[config.mk]
export PLATFORM = sky130hd
export DESIGN_NAME = vga_scan_ctrl
export DESIGN_NICKNAME = d
export VERILOG_FILES = /design/src/rtl/vga_scan_ctrl.sv
export SDC_FILE = /design/constraint.sdc
export NUM_CORES = 1
export LEC_CHECK = 0
export CAP_MARGIN = 5
export CORE_ASPECT_RATIO = 0.6
export CORE_MARGIN = 5
export CORE_UTILIZATION = 30
export DETAILED_ROUTE_END_ITERATION = 8
export PLACE_DENSITY = 0.63
export SETUP_SLACK_MARGIN = 0.15
export SLEW_MARGIN = 15
export SYNTH_ARGS = -nofsm -noshare
export SYNTH_HDL_FRONTEND = slang
export SYNTH_SLANG_ARGS = --single-unit
export TNS_END_PERCENT = 5
[constraint.sdc]
create_clock -name clk -period 3.4 [get_ports clk]
set_input_delay 0.68 -clock clk [delete_from_list [all_inputs] [get_ports clk]]
set_output_delay 0.68 -clock clk [all_outputs]
set_load 0.005 [all_outputs]
[src/rtl/vga_scan_ctrl.sv]
// VGA raster generator: pixel-rate scan counters, play-grid cell decode, and
// registered RGB/HS/VS output stage that merges object pixels over background.
module vga_scan_ctrl #(
    parameter int PIX_DIV  = 4,
    parameter int H_ACTIVE = 640,
    parameter int H_FP     = 16,
    parameter int H_SYNC   = 96,
    parameter int H_BP     = 48,
    parameter int V_ACTIVE = 480,
    parameter int V_FP     = 10,
    parameter int V_SYNC   = 2,
    parameter int V_BP     = 33,
    parameter int X_ORG    = 160,
    parameter int Y_ORG    = 40,
    parameter int CELL     = 20,
    parameter int GRID_W   = 16,
    parameter int GRID_H   = 20
) (
    input  logic        clk,
    input  logic        rst_n,
    output logic [10:0] VGA_xpos,
    output logic [10:0] VGA_ypos,
    output logic [4:0]  x_rel_pos,
    output logic [4:0]  y_rel_pos,
    output logic        in_grid,
    output logic        pix_en,
    input  logic [11:0] obj_data,
    input  logic        obj_en,
    input  logic [11:0] bg_data,
    output logic        VGA_HS,
    output logic        VGA_VS,
    output logic [11:0] VGA_RGB,
    output logic        frame_start
);
    localparam int H_TOTAL = H_ACTIVE + H_FP + H_SYNC + H_BP;
    localparam int V_TOTAL = V_ACTIVE + V_FP + V_SYNC + V_BP;
    localparam int DIV_W   = (PIX_DIV > 1) ? $clog2(PIX_DIV) : 1;

    localparam logic [DIV_W-1:0] DIV_LAST = DIV_W'(PIX_DIV - 1);
    localparam logic [10:0] H_LAST    = 11'(H_TOTAL - 1);
    localparam logic [10:0] V_LAST    = 11'(V_TOTAL - 1);
    localparam logic [10:0] HA_L      = 11'(H_ACTIVE);
    localparam logic [10:0] VA_L      = 11'(V_ACTIVE);
    localparam logic [10:0] HS_BEG    = 11'(H_ACTIVE + H_FP);
    localparam logic [10:0] HS_END    = 11'(H_ACTIVE + H_FP + H_SYNC);
    localparam logic [10:0] VS_BEG    = 11'(V_ACTIVE + V_FP);
    localparam logic [10:0] VS_END    = 11'(V_ACTIVE + V_FP + V_SYNC);
    localparam logic [10:0] X_BEG     = 11'(X_ORG);
    localparam logic [10:0] X_END     = 11'(X_ORG + GRID_W * CELL);
    localparam logic [10:0] Y_BEG     = 11'(Y_ORG);
    localparam logic [10:0] Y_END     = 11'(Y_ORG + GRID_H * CELL);
    localparam logic [10:0] CELL_LAST = 11'(CELL - 1);

    logic [DIV_W-1:0] r_div;
    logic [10:0]      r_h, r_v;
    logic [10:0]      r_xoff, r_yoff;
    logic [4:0]       r_xcell, r_ycell;
    logic [11:0]      r_rgb;
    logic             r_hs, r_vs, r_fs, r_zero_evt;

    logic        w_pix_en, w_h_wrap, w_v_wrap, w_active, w_in_grid;
    logic [10:0] w_h_nxt, w_v_nxt;

    assign w_pix_en  = (r_div == DIV_LAST);
    assign w_h_wrap  = (r_h == H_LAST);
    assign w_v_wrap  = (r_v == V_LAST);
    assign w_h_nxt   = w_h_wrap ? 11'd0 : r_h + 11'd1;
    assign w_v_nxt   = w_v_wrap ? 11'd0 : r_v + 11'd1;
    assign w_active  = (r_h < HA_L) && (r_v < VA_L);
    assign w_in_grid = (r_h >= X_BEG) && (r_h < X_END) && (r_v >= Y_BEG) && (r_v < Y_END);

    always_ff @(posedge clk) begin
        if (!rst_n) begin
            r_div      <= '0;
            r_h        <= '0;
            r_v        <= '0;
            r_xoff     <= '0;
            r_yoff     <= '0;
            r_xcell    <= '0;
            r_ycell    <= '0;
            r_rgb      <= '0;
            r_hs       <= 1'b1;
            r_vs       <= 1'b1;
            r_fs       <= 1'b0;
            r_zero_evt <= 1'b1;
        end else begin
            // frame_start trails the clk in which the scan lands on (0,0)
            r_zero_evt <= 1'b0;
            r_fs       <= r_zero_evt;
            r_div      <= w_pix_en ? '0 : r_div + DIV_W'(1);
            if (w_pix_en) begin
                r_h <= w_h_nxt;
                // Cell counters run freely and are re-aligned at the grid origin
                if (w_h_nxt == X_BEG) begin
                    r_xoff  <= '0;
                    r_xcell <= '0;
                end else if (r_xoff == CELL_LAST) begin
                    r_xoff  <= '0;
                    r_xcell <= r_xcell + 5'd1;
                end else begin
                    r_xoff  <= r_xoff + 11'd1;
                end
                if (w_h_wrap) begin
                    r_v        <= w_v_nxt;
                    r_zero_evt <= w_v_wrap;
                    if (w_v_nxt == Y_BEG) begin
                        r_yoff  <= '0;
                        r_ycell <= '0;
                    end else if (r_yoff == CELL_LAST) begin
                        r_yoff  <= '0;
                        r_ycell <= r_ycell + 5'd1;
                    end else begin
                        r_yoff  <= r_yoff + 11'd1;
                    end
                end
                r_rgb <= w_active ? (obj_en ? obj_data : bg_data) : 12'h000;
                r_hs  <= !((r_h >= HS_BEG) && (r_h < HS_END));
                r_vs  <= !((r_v >= VS_BEG) && (r_v < VS_END));
            end
        end
    end

    assign pix_en      = w_pix_en;
    assign VGA_xpos    = r_h;
    assign VGA_ypos    = r_v;
    assign in_grid     = w_in_grid;
    assign x_rel_pos   = w_in_grid ? r_xcell : 5'd0;
    assign y_rel_pos   = w_in_grid ? r_ycell : 5'd0;
    assign VGA_RGB     = r_rgb;
    assign VGA_HS      = r_hs;
    assign VGA_VS      = r_vs;
    assign frame_start = r_fs;
endmodule

# Yosys cells after proc, flatten, opt, wreduce, memory -nomap -nowiden
# Cells that the tools add are included.
[word_totals] in_bits=27 out_inout_bits=49 register_bits=72
[op_classes] n_lt_le_gt_ge=10 n_eq_ne=7 n_mux=16 n_reduce_logical=14 addsub=7 bitwise=1
[ops] op="11-bit 2-to-1 mux" count=6
[ops] op="11-bit by 1-bit adder with 11-bit output (second input constant)" count=4
[ops] op="11-bit by 9-bit less-than comparator with 1-bit output (second input constant)" count=4
[ops] op="5-bit 2-to-1 mux" count=6
[ops] op="12-bit 2-to-1 mux" count=2
[ops] op="11-bit by 10-bit == test with 1-bit output (second input constant)" count=2
[ops] op="11-bit by 5-bit == test with 1-bit output (second input constant)" count=2
[ops] op="11-bit by 10-bit less-than comparator with 1-bit output (second input constant)" count=2
[ops] op="11-bit by 6-bit == test with 1-bit output (second input constant)" count=1
[ops] op="11-bit by 8-bit == test with 1-bit output (second input constant)" count=1
[ops] op="11-bit by 10-bit >= comparator with 1-bit output (second input constant)" count=1
[ops] op="11-bit by 6-bit >= comparator with 1-bit output (second input constant)" count=1
[ops] op="11-bit by 8-bit >= comparator with 1-bit output (second input constant)" count=1
[ops] op="11-bit by 9-bit >= comparator with 1-bit output (second input constant)" count=1
[ops] op="5-bit by 1-bit adder with 5-bit output (second input constant)" count=2
[ops] op="1-bit logical AND" count=6
[ops] op="2-bit AND reduction" count=2
[ops] op="2-bit nonzero test" count=2
[ops] op="3-bit AND reduction" count=1
[ops] op="2-bit by 1-bit adder with 2-bit output (second input constant)" count=1
[ops] op="2-bit == test (second input constant)" count=1
[ops] op="1-bit zero test" count=2
[ops] op="1-bit 2-to-1 mux" count=2
[ops] op="2-bit OR reduction" count=1
[ops] op="1-bit inverter" count=1

# Logic depth before layout (Yosys ltp)
# Gate-level depths: netlist (run 1).
[depth] ltp_word=5 depth_mapped=9 depth_no_buf=7

# Least setup slack after synthesis (run 1)
# Ideal clock, no wire load.
[synth_timing] path_type="reg2reg" start="register r_v[2] (netlist: VGA_ypos[2])" end="register r_ycell[0]" n_path_buf=2 synth_period_minus_slack_ns=2.453 path_slack_ns=0.947 setup_ns=0.131 path_stages_with_launch=9 required_ns=3.269 arrival_time_ns=2.322 cell_sequence="dfxtp_1 > buf_2 > nand3_2 > or3_1 > a2111o_1 > or4_1 > buf_6 > a21oi_4 > o22ai_1"
[synth_between] elab_chain_len=5 elab_cells_between_ends=7 cone_classes="1 x add/sub; 2 x eq/ne; 2 x mux; 2 x reduce/logical"
[synth_rtl] item="from (decl)" line_no="55" rtl="logic [10:0] r_h, r_v;"
[synth_rtl] item="from (signal assigned)" line_no="104" rtl="r_v <= w_v_nxt;"
[synth_rtl] item="11-bit by 1-bit adder with 11-bit output / 11-bit by 10-bit == test with 1-bit output (equally long branches)" line_no="68, 66"
[synth_rtl] item="11-bit 2-to-1 mux (*)" line_no="68" rtl="assign w_v_nxt = w_v_wrap ? 11'd0 : r_v + 11'd1;"
[synth_rtl] item="11-bit by 6-bit == test with 1-bit output (*)" line_no="106" rtl="if (w_v_nxt == Y_BEG) begin"
[synth_rtl] item="2-bit nonzero test (no source line)"
[synth_rtl] item="3-bit AND reduction (no source line)"
[synth_rtl] item="to (signal assigned)" line_no="111" rtl="r_ycell <= r_ycell + 5'd1;"
[synth_rtl] item="to (decl)" line_no="57" rtl="logic [4:0] r_xcell, r_ycell;"
# Every way passes the cells marked *; elsewhere a longest branch is shown, timed or not.
# A chain may end at the register's enable or synchronous reset.

# Worst setup path in the final report (run 1)
[layout_timing] start="register r_v[3] (netlist: VGA_ypos[3])" end="output port x_rel_pos[1]"
[layout_between] elab_chain_len=4 elab_cells_between_ends=5 cone_classes="2 x order compare; 1 x mux; 2 x reduce/logical"
[layout_rtl] item="11-bit by 6-bit >= comparator with 1-bit output" line_no="70" rtl="assign w_in_grid = (r_h >= X_BEG) && (r_h < X_END) && (r_v >= Y_BEG) && (r_v < Y_END);"
[layout_rtl] item="1-bit logical AND" line_no="70"
[layout_rtl] item="1-bit logical AND (*)" line_no="70"
[layout_rtl] item="5-bit 2-to-1 mux (*)" line_no="127" rtl="assign x_rel_pos = w_in_grid ? r_xcell : 5'd0;"
[layout_rtl] item="to (decl)" line_no="23" rtl="output logic [4:0] x_rel_pos,"
# Marks and branches as above.

==> impl_metrics.json, run 1 <==
{
  "cts_tree": "built",
  "met3_usage": 0.0517,
  "fin_skew_ns": 0.00553,
  "syn-num-nets": 534,
  "grt-busiest-layer": "met1",
  "max-cap-violations": 0,
  "use_met1": 0.207,
  "async_flop_share": 0,
  "grt_use_total": 0.144,
  "p_sw_frac": 0.230,
  "grt_overflow": 0,
  "chipWidth_um": 160,
  "clock.fmax_mhz": 323,
  "io_buffers": 75,
  "crit_type": "flop to output pin",
  "rsz0062_at_grt": "no",
  "nets": 595,
  "grt_max_degree": 39,
  "p_int_w": 0.00145,
  "holdPathEnd": "r_div[0]",
  "worstPathCellList": "o21ai_0 -> a22oi_1 -> nand3_1 -> a31oi_1 -> buf_4 -> and2_1 -> clkdlybuf4s50_1",
  "drt-total-wl_um": 11400,
  "grt_pass1_wl_um": 18700,
  "antenna_cells": 0,
  "wl_per_cell_um": 15.6,
  "drtAntennaViolNets": 0,
  "ff2ff_path_depth": 6,
  "cp.required_ns": 2.72,
  "gp_congestion": 0.885,
  "hold_viol": 0,
  "viasPerCell": 5.26,
  "worstSetupEndpointType": "output pin",
  "hold_depth": 1,
  "p_sw_w": 0.000432,
  "rrSetupSlack_ns": 0.55,
  "power_density_nw_per_um2": 364,
  "worstPathArrival_ns": 2.41,
  "min_period_ns": 3.09,
  "postSynthCellCount": 497,
  "slew_headroom": 0.368,
  "area_growth_pct": 26.9,
  "clk_pin_slew_ns": 0.05,
  "setup_tns_ns": 0,
  "r2r-start": "VGA_ypos[3]",
  "synth_edf_count": 0,
  "synth_seq_cells": 72,
  "cts_sinks": 72,
  "ctsHoldBuffers": 0,
  "power_frac_seq": 0.470,
  "syn_avg_cell_area_um2": 8.17,
  "hp-class": "flop to flop",
  "path_max_fanout": 11,
  "ys_types": 62,
  "finalCritPeriodShare": 0.909,
  "worst-path-buf-inv": 2,
  "cp_top_family": "buffers and inverters",
  "final_common_cell": "clkdlybuf4s50_1",
  "worstMarginPinSlew_ns": 0.945,
  "syn-cell-area_um2": 4060,
  "peakVddDrop_mv": 0.248,
  "ios": 76,
  "start_kind": "flop",
  "drt_iter0_drc": 321,
  "layout_common_cells": "75 x clkdlybuf4s50_1, 71 x dfxtp_1, 56 x nand2_1",
  "dpl_worst_slack_ns": 0.568,
  "cts_buffers": 9,
  "cts_root_buf": "clkbuf_16",
  "setup_viol": 0,
  "htree_levels": 3,
  "drv_slew": 0,
  "dp_hpwl_um": 8280,
  "clk_path_buf_depth": 2,
  "start_util": 0.311,
  "p_clk_frac": 0.457,
  "row_count": 32,
  "reg2reg_to": "r_ycell[1]",
  "remaining_drc_errors": 0,
  "use_met2": 0.200,
  "yosysWarnings": 0,
  "die-area_um2": 16000,
  "ys_seq_area_frac": 0.355,
  "leakage_nw": 1.83,
  "p_total_w": 0.00188,
  "crit_path_top_delay_cell": "dfxtp_1",
  "vias": 3857,
  "hp-start": "r_div[0]",
  "antenna_found_initial": 0,
  "clock_latency_ns": 0.34,
  "status": "finished, final reports clean",
  "die_y_um": 100,
  "dr.pass1.iters": 5,
  "synthFlopType": "dfxtp_1",
  "grt_pass1_vias": 3615,
  "fin_ws_ns": 0.308,
  "coreArea_um2": 13100,
  "p_comb_frac": 0.073,
  "slowest_delay_ns": 0.55,
  "drive_gt1_frac": 0.0675
}
## power by group through the flow
| stage | clock network, W | logic, W | registers [W] |
|---|---|---|---|
| floorplan | 0 | 0.0000711 | 0.000897 |
| global placement | 0 | 0.000135 | 0.000900 |
| detailed placement | 0 | 0.000138 | 0.000901 |
| CTS | 0.000888 | 0.000139 | 0.000883 |
| global route | 0.000927 | 0.000153 | 0.000886 |
| finish | 0.000858 | 0.000138 | 0.000883 |
## metrics by stage
step | hold slack (ns) | area (µm²) | cells | util
after floorplan | 0.398 | 4060 | 497 | -
after global placement | 0.412 | 4890 | 717 | 0.375
after detailed placement | 0.417 | 4890 | 717 | 0.375
after CTS | 0.429 | 5160 | 733 | 0.395
after global routing | 0.456 | 5160 | 733 | 0.395
final | 0.425 | 5160 | 733 | 0.395
## what timing repair did
item	CTS	global route
endpoints found under the setup margin	0	6
setup buffers	0	0
resized for setup	0	1
## cells by family after synthesis
family                     after synthesis  share of synthesized area
adders and majority gates               10                     0.0308
DFF                                     72                      0.355
xor gates and xnor gates                28                     0.0604
AOI/OAI and AO/OA                       91                      0.146
and+or+nand+nor                        238                      0.314
muxes                                   14                     0.0345
buffers and inverters                   44                     0.0594
## cell type report
class	instances	area (µm²)
clock buffer	13	250
clock inverter	3	17.5
fill	1311	7900
inverter	12	45.0
multi-input combinational	381	2390
sequential	72	1440
tap	170	213
timing repair buffer	82	803
## metal layers
layer / share of wire / wire length, µm / vias up
met5: 0 / 0 / -
met4: 0.010 / 118 / 0
met3: 0.069 / 785 / 9
met2: 0.41 / 4660 / 115
met1: 0.51 / 5860 / 1825
li1: - / - / 1908
## worst max path at each step
stage                      startpoint      endpoint  slack, ns  cells past startpoint
after floorplan           VGA_ypos[2]    r_ycell[0]       0.95                      8
after CTS                 VGA_xpos[5]  x_rel_pos[1]       0.27                      7
after global routing      VGA_ypos[5]  x_rel_pos[4]       0.16                      7
final                     VGA_ypos[3]  x_rel_pos[1]       0.31                      7
after detailed placement  VGA_ypos[3]    r_ycell[0]       0.57                      6
after global placement    VGA_xpos[5]     r_yoff[8]       0.66                      6
## cell usage after synthesis, drive strengths merged, types with 11 or more instances
| master | n | area (µm²) |
|---|---|---|
| clkbuf | 23 | 126 |
| nand4 | 19 | 119 |
| nand2 | 56 | 210 |
| a21oi | 19 | 106 |
| dfxtp | 72 | 1440 |
| nor4 | 13 | 96.3 |
| and2 | 17 | 106 |
| xnor2 | 11 | 96.3 |
| xor2 | 17 | 149 |
| inv | 12 | 45.0 |
| nor2 | 44 | 170 |
| o21ai | 32 | 160 |
| nor3 | 22 | 130 |
| mux2i | 14 | 140 |
| nand3 | 24 | 125 |
## flip-flops by register name (all words and copies together), names as in the netlist
signal	count
VGA_HS	1
VGA_RGB	12
VGA_VS	1
VGA_xpos	11
VGA_ypos	11
frame_start	1
r_div	2
r_xcell	5
r_xoff	11
r_ycell	5
r_yoff	11
r_zero_evt	1
No activity file was read; power rests on OpenSTA's default activity.
==> run 2, diff against run 1 <==
--- a/config.mk
+++ b/config.mk
@@ -10,7 +10,6 @@
 export CORE_MARGIN = 5
 export CORE_UTILIZATION = 30
 export DETAILED_ROUTE_END_ITERATION = 8
-export PLACE_DENSITY = 0.63
 export SETUP_SLACK_MARGIN = 0.15
 export SLEW_MARGIN = 15
 export SYNTH_ARGS = -nofsm -noshare
==> run 2 against run 1 <==
Against the previous run:
- fmax up 0.60%
- clock power is 22% higher
- global-route usage increased by 0.12 points
- die area stayed put
- clock skew is 0.00061 ns higher
- highest routed layer unchanged
- via count increased by 0.54%
- worst setup slack gained 0.018 ns
- critical path depth is the same
- power increased by 10%
- register-to-register slack about the same
- non-clock buffer count is 1 higher
==> impl_metrics.json, run 2 (synthesis gave the netlist of run 1 again) <==
{
  "clock_latency_ns": 0.34,
  "rsz0062_at_grt": "no",
  "max-cap-violations": 0,
  "met3_length_um": 694,
  "start_util": 0.311,
  "clk_pin_slew_ns": 0.06,
  "post_cts_buffers": 0,
  "dp_hpwl_um": 8330,
  "highest_layer": "met4",
  "worstPathArrival_ns": 2.39,
  "io_buffers": 75,
  "row_count": 32,
  "crit_type": "flop to output pin",
  "wl_met2_um": 4620,
  "cts_resized": 0,
  "finalCritPeriodShare": 0.904,
  "grt_max_degree": 39,
  "min_period_ns": 3.07,
  "path_max_fanout": 11,
  "die_y_um": 100,
  "vias": 3878,
  "area_growth_pct": 28.8,
  "gp_congestion": 0.915,
  "leakage_nw": 1.86,
  "hold_viol": 0,
  "peakVddDrop_mv": 0.214,
  "ios": 76,
  "hp-class": "flop to flop",
  "fin_ws_ns": 0.327,
  "setup_viol": 0,
  "drt-total-wl_um": 11500,
  "fill_cells": 1315,
  "drive_gt1_frac": 0.0745,
  "largest_reg_flops": 12,
  "grt_pass1_wl_um": 19000,
  "wl_met1_um": 6020,
  "drv_slew": 0,
  "clock.fmax_mhz": 325,
  "ff2ff_path_depth": 6,
  "die-area_um2": 16000,
  "cts_buffers": 9,
  "start_kind": "flop",
  "cts_sinks": 72,
  "wl_per_cell_um": 15.6,
  "cp.required_ns": 2.72,
  "fin_skew_ns": 0.00614,
  "worstSetupEndpointType": "output pin",
  "clk_path_buf_depth": 2,
  "grt_overflow": 0,
  "coreArea_um2": 13100,
  "grt_pass1_vias": 3703,
  "drt_iter0_drc": 280,
  "drtAntennaViolNets": 0,
  "ctsHoldBuffers": 0,
  "power_density_nw_per_um2": 396,
  "slew_headroom": 0.399,
  "remaining_drc_errors": 0,
  "nets": 596,
  "dpl_worst_slack_ns": 0.588,
  "layout_common_cells": "75 x clkdlybuf4s50_1, 70 x dfxtp_1, 56 x nand2_1",
  "dr.pass1.iters": 5,
  "worstMarginPinSlew_ns": 0.897,
  "viasPerCell": 5.28,
  "hold_depth": 1,
  "final_common_cell": "clkdlybuf4s50_1",
  "cts_tree": "built",
  "status": "finished, final reports clean",
  "antenna_cells": 0,
  "setup_tns_ns": 0,
  "htree_levels": 3,
  "p_total_w": 0.00207,
  "antenna_found_initial": 0,
  "chipWidth_um": 160,
  "grt_use_total": 0.145,
  "cts_root_buf": "clkbuf_16"
}
[run 2: changes by cell type in the layout (fill, tap and decap cells not counted), sizes merged]
cell,change
clkinv,-1
clkbuf,-1
buf,+1
bufinv,+2
[run 2: layout make-up]
type                            count  area [µm²]  share of cell area
Clock buffer                       12         256              0.0490
Multi-Input combinational cell    381        2390               0.456
Inverter                           12        45.0             0.00861
Clock inverter                      4        76.3              0.0146
Timing Repair Buffer               83         811               0.155
Sequential cell                    72        1440               0.276
Tap cell                          170         213              0.0407
[run 2: report_power, final]
part           leakage, nW  internal, W  switching [W]  total, W
clock network        0.159     0.000684       0.000367   0.00105
registers            0.584     0.000864      0.0000173  0.000882
logic                 1.12    0.0000723      0.0000681  0.000140
[run 2: final timing paths]
check                                 start           end  slack, ns
worst min-delay path               r_div[0]      r_div[0]       0.43
worst max register to register  VGA_ypos[4]    r_ycell[1]       0.56
worst min register to register     r_div[0]      r_div[0]       0.43
worst max-delay path            VGA_ypos[4]  y_rel_pos[0]       0.33
[run 2: metal layers]
metal	global-route usage	vias up
met4	0.0430	0
li1	-	1916
met3	0.0423	10
met1	0.216	1851
met2	0.199	101
met5	0	-
[run 2: metrics by stage]
step	hold slack, ns	std cells	utilization	instance area [µm²]
floorplan	0.398	497	-	4060
global placement	0.414	718	0.375	4900
detailed placement	0.416	718	0.375	4900
CTS	0.425	734	0.401	5230
global route	0.446	734	0.401	5230
finish	0.428	734	0.401	5230
[run 2: worst max-delay path, stage by stage (launching register included)]
cell,delay [ns]
dfxtp_1,0.55
o21ai_0,0.17
a22oi_1,0.21
nand3_1,0.10
a31oi_1,0.16
buf_4,0.19
and2_1,0.15
clkdlybuf4s50_1,0.50
==> run 3, diff against run 2 <==
==> constraint.sdc (replaced) <==
create_clock -name clk -period 3.4 [get_ports clk]
set_input_delay 0.68 -clock clk [delete_from_list [all_inputs] [get_ports clk]]
set_output_delay 0.68 -clock clk [all_outputs]
set_load 0.05 [all_outputs]
==> run 3 against run 2 <==
Against the previous run:
- final area grew 2.5%
- flip-flop and latch count unchanged
- global-route usage rose by 0.084 points
- worst setup slack gained 0.16 ns
- hold slack worse by 0.0075 ns
- clock-buffer cell count fell by 1
- die area unchanged
- fmax is 5.5% higher
- final cell count is the same
- non-clock buffer count unchanged
- utilization is 1.0 points higher
- routed wire length up 0.41%
- critical path type is now flop to flop
- highest routed layer unchanged
==> impl_metrics.json, run 3 (synthesis gave the netlist of run 1 again) <==
{
  "r2r-start": "VGA_ypos[3]",
  "cts_sinks": 72,
  "gp_congestion": 0.913,
  "fin_skew_ns": 0.00795,
  "peakVddDrop_mv": 0.277,
  "ios": 76,
  "rrSetupSlack_ns": 0.49,
  "coreArea_um2": 13100,
  "drive_gt1_frac": 0.0922,
  "grt_use_total": 0.146,
  "rsz0062_at_grt": "no",
  "hp-class": "flop to flop",
  "crit_type": "flop to flop",
  "drtAntennaViolNets": 0,
  "cts_buffers": 9,
  "grt_pass1_wl_um": 19000,
  "clk_path_buf_depth": 2,
  "remaining_drc_errors": 0,
  "worstMarginPinSlew_ns": 0.911,
  "post_cts_buffers": 0,
  "hold_depth": 1,
  "ctsHoldBuffers": 0,
  "cts_root_buf": "clkbuf_16",
  "dp_hpwl_um": 8360,
  "start_util": 0.311,
  "max-cap-violations": 0,
  "final_common_cell": "dfxtp_1",
  "antenna_found_initial": 0,
  "clock_latency_ns": 0.34,
  "setup_viol": 0,
  "setup_tns_ns": 0,
  "antenna_cells": 0,
  "chipWidth_um": 160,
  "grt_max_degree": 39,
  "io_buffers": 75,
  "whs_ns": 0.420,
  "drt-total-wl_um": 11500,
  "leakage_nw": 1.93,
  "die-area_um2": 16000,
  "start_kind": "flop",
  "vias": 3833,
  "path_max_fanout": 11,
  "row_count": 32,
  "clock.fmax_mhz": 343,
  "min_period_ns": 2.91,
  "drt_iter0_drc": 392,
  "hp-start": "r_div[0]",
  "finalCritPeriodShare": 0.857,
  "wl_per_cell_um": 15.7,
  "nets": 596,
  "cp.required_ns": 3.60,
  "reg2reg_to": "r_ycell[0]",
  "dr.pass1.iters": 6,
  "grt_overflow": 0,
  "ff2ff_path_depth": 6,
  "htree_levels": 3,
  "cts_resized": 0,
  "die_y_um": 100,
  "holdPathEnd": "r_div[0]",
  "status": "finished, final reports clean",
  "hold_viol": 0,
  "grt_pass1_vias": 3627,
  "clk_pin_slew_ns": 0.06,
  "worstSetupEndpointType": "flop",
  "layout_common_cells": "72 x dfxtp_1, 64 x clkdlybuf4s50_1, 56 x nand2_1",
  "viasPerCell": 5.22,
  "drv_slew": 0,
  "slew_headroom": 0.390,
  "worstPathArrival_ns": 3.11,
  "worstPathCellList": "nand3_2 -> or3_1 -> a2111o_1 -> or4_1 -> a21oi_4 -> o22ai_1",
  "area_growth_pct": 32.0,
  "largest_reg_flops": 12,
  "cts_tree": "built",
  "power_density_nw_per_um2": 404,
  "crit_path_top_delay_cell": "or4_1",
  "slowest_delay_ns": 0.67
}
## run 3: cell types whose count changed in the layout (fill, tap and decap cells not counted), sizes merged
cell           previous run  this run
bufinv                    2         3
buf                       8        19
clkbuf                   12        11
clkdlybuf4s50            75        64
## run 3: where the power goes
part	switching [W]	internal (W)	total (W)
sequential	0.0000174	0.000864	0.000882
combinational	0.0000964	0.0000710	0.000167
clock	0.000359	0.000755	0.00111
total	0.000473	0.00169	0.00216
## run 3: final cells by class
class | count | area (µm²)
clock inverter | 5 | 103
tap | 170 | 213
sequential | 72 | 1440
clock buffer | 11 | 253
inverter | 12 | 45.0
multi-input combinational | 381 | 2390
fill | 1274 | 7690
timing repair buffer | 83 | 921
## run 3: through the flow
step / cells / instance area (µm²) / setup WS (ns) / power, W / utilization
floorplan: 497 / 4060 / 0.335 / 0.000999 / -
global placement: 718 / 5010 / 0.677 / 0.00107 / 0.384
detailed placement: 718 / 5010 / 0.543 / 0.00107 / 0.384
CTS: 734 / 5360 / 0.477 / 0.00219 / 0.411
global route: 734 / 5360 / 0.309 / 0.00225 / 0.411
finish: 734 / 5360 / 0.487 / 0.00216 / 0.411
## run 3: how the worst max path moves through the flow
stage	from	endpoint	slack, ns	cells after the start
finish	VGA_ypos[3]	r_ycell[0]	0.49	6
CTS	VGA_ypos[5]	y_rel_pos[0]	0.48	7
floorplan	VGA_xpos[5]	x_rel_pos[0]	0.33	7
global route	VGA_ypos[5]	y_rel_pos[0]	0.31	7
detailed placement	VGA_ypos[3]	r_ycell[0]	0.54	6
global placement	VGA_ypos[3]	r_ycell[0]	0.68	6
## run 3: critical path: cells and delay by family, from the launching register on
family / cells / cell delay, ns
AND/OR/NAND/NOR: 3 / 1.28
AO/OA/AOI/OAI: 3 / 0.94
flip-flops: 1 / 0.56
## run 3: layer usage
metal	routed length [µm]	up-vias	GRT usage
met5	0	-	0
met4	142	0	0.0443
met3	823	12	0.0439
met2	4760	152	0.203
met1	5790	1751	0.214
li1	-	1918	-
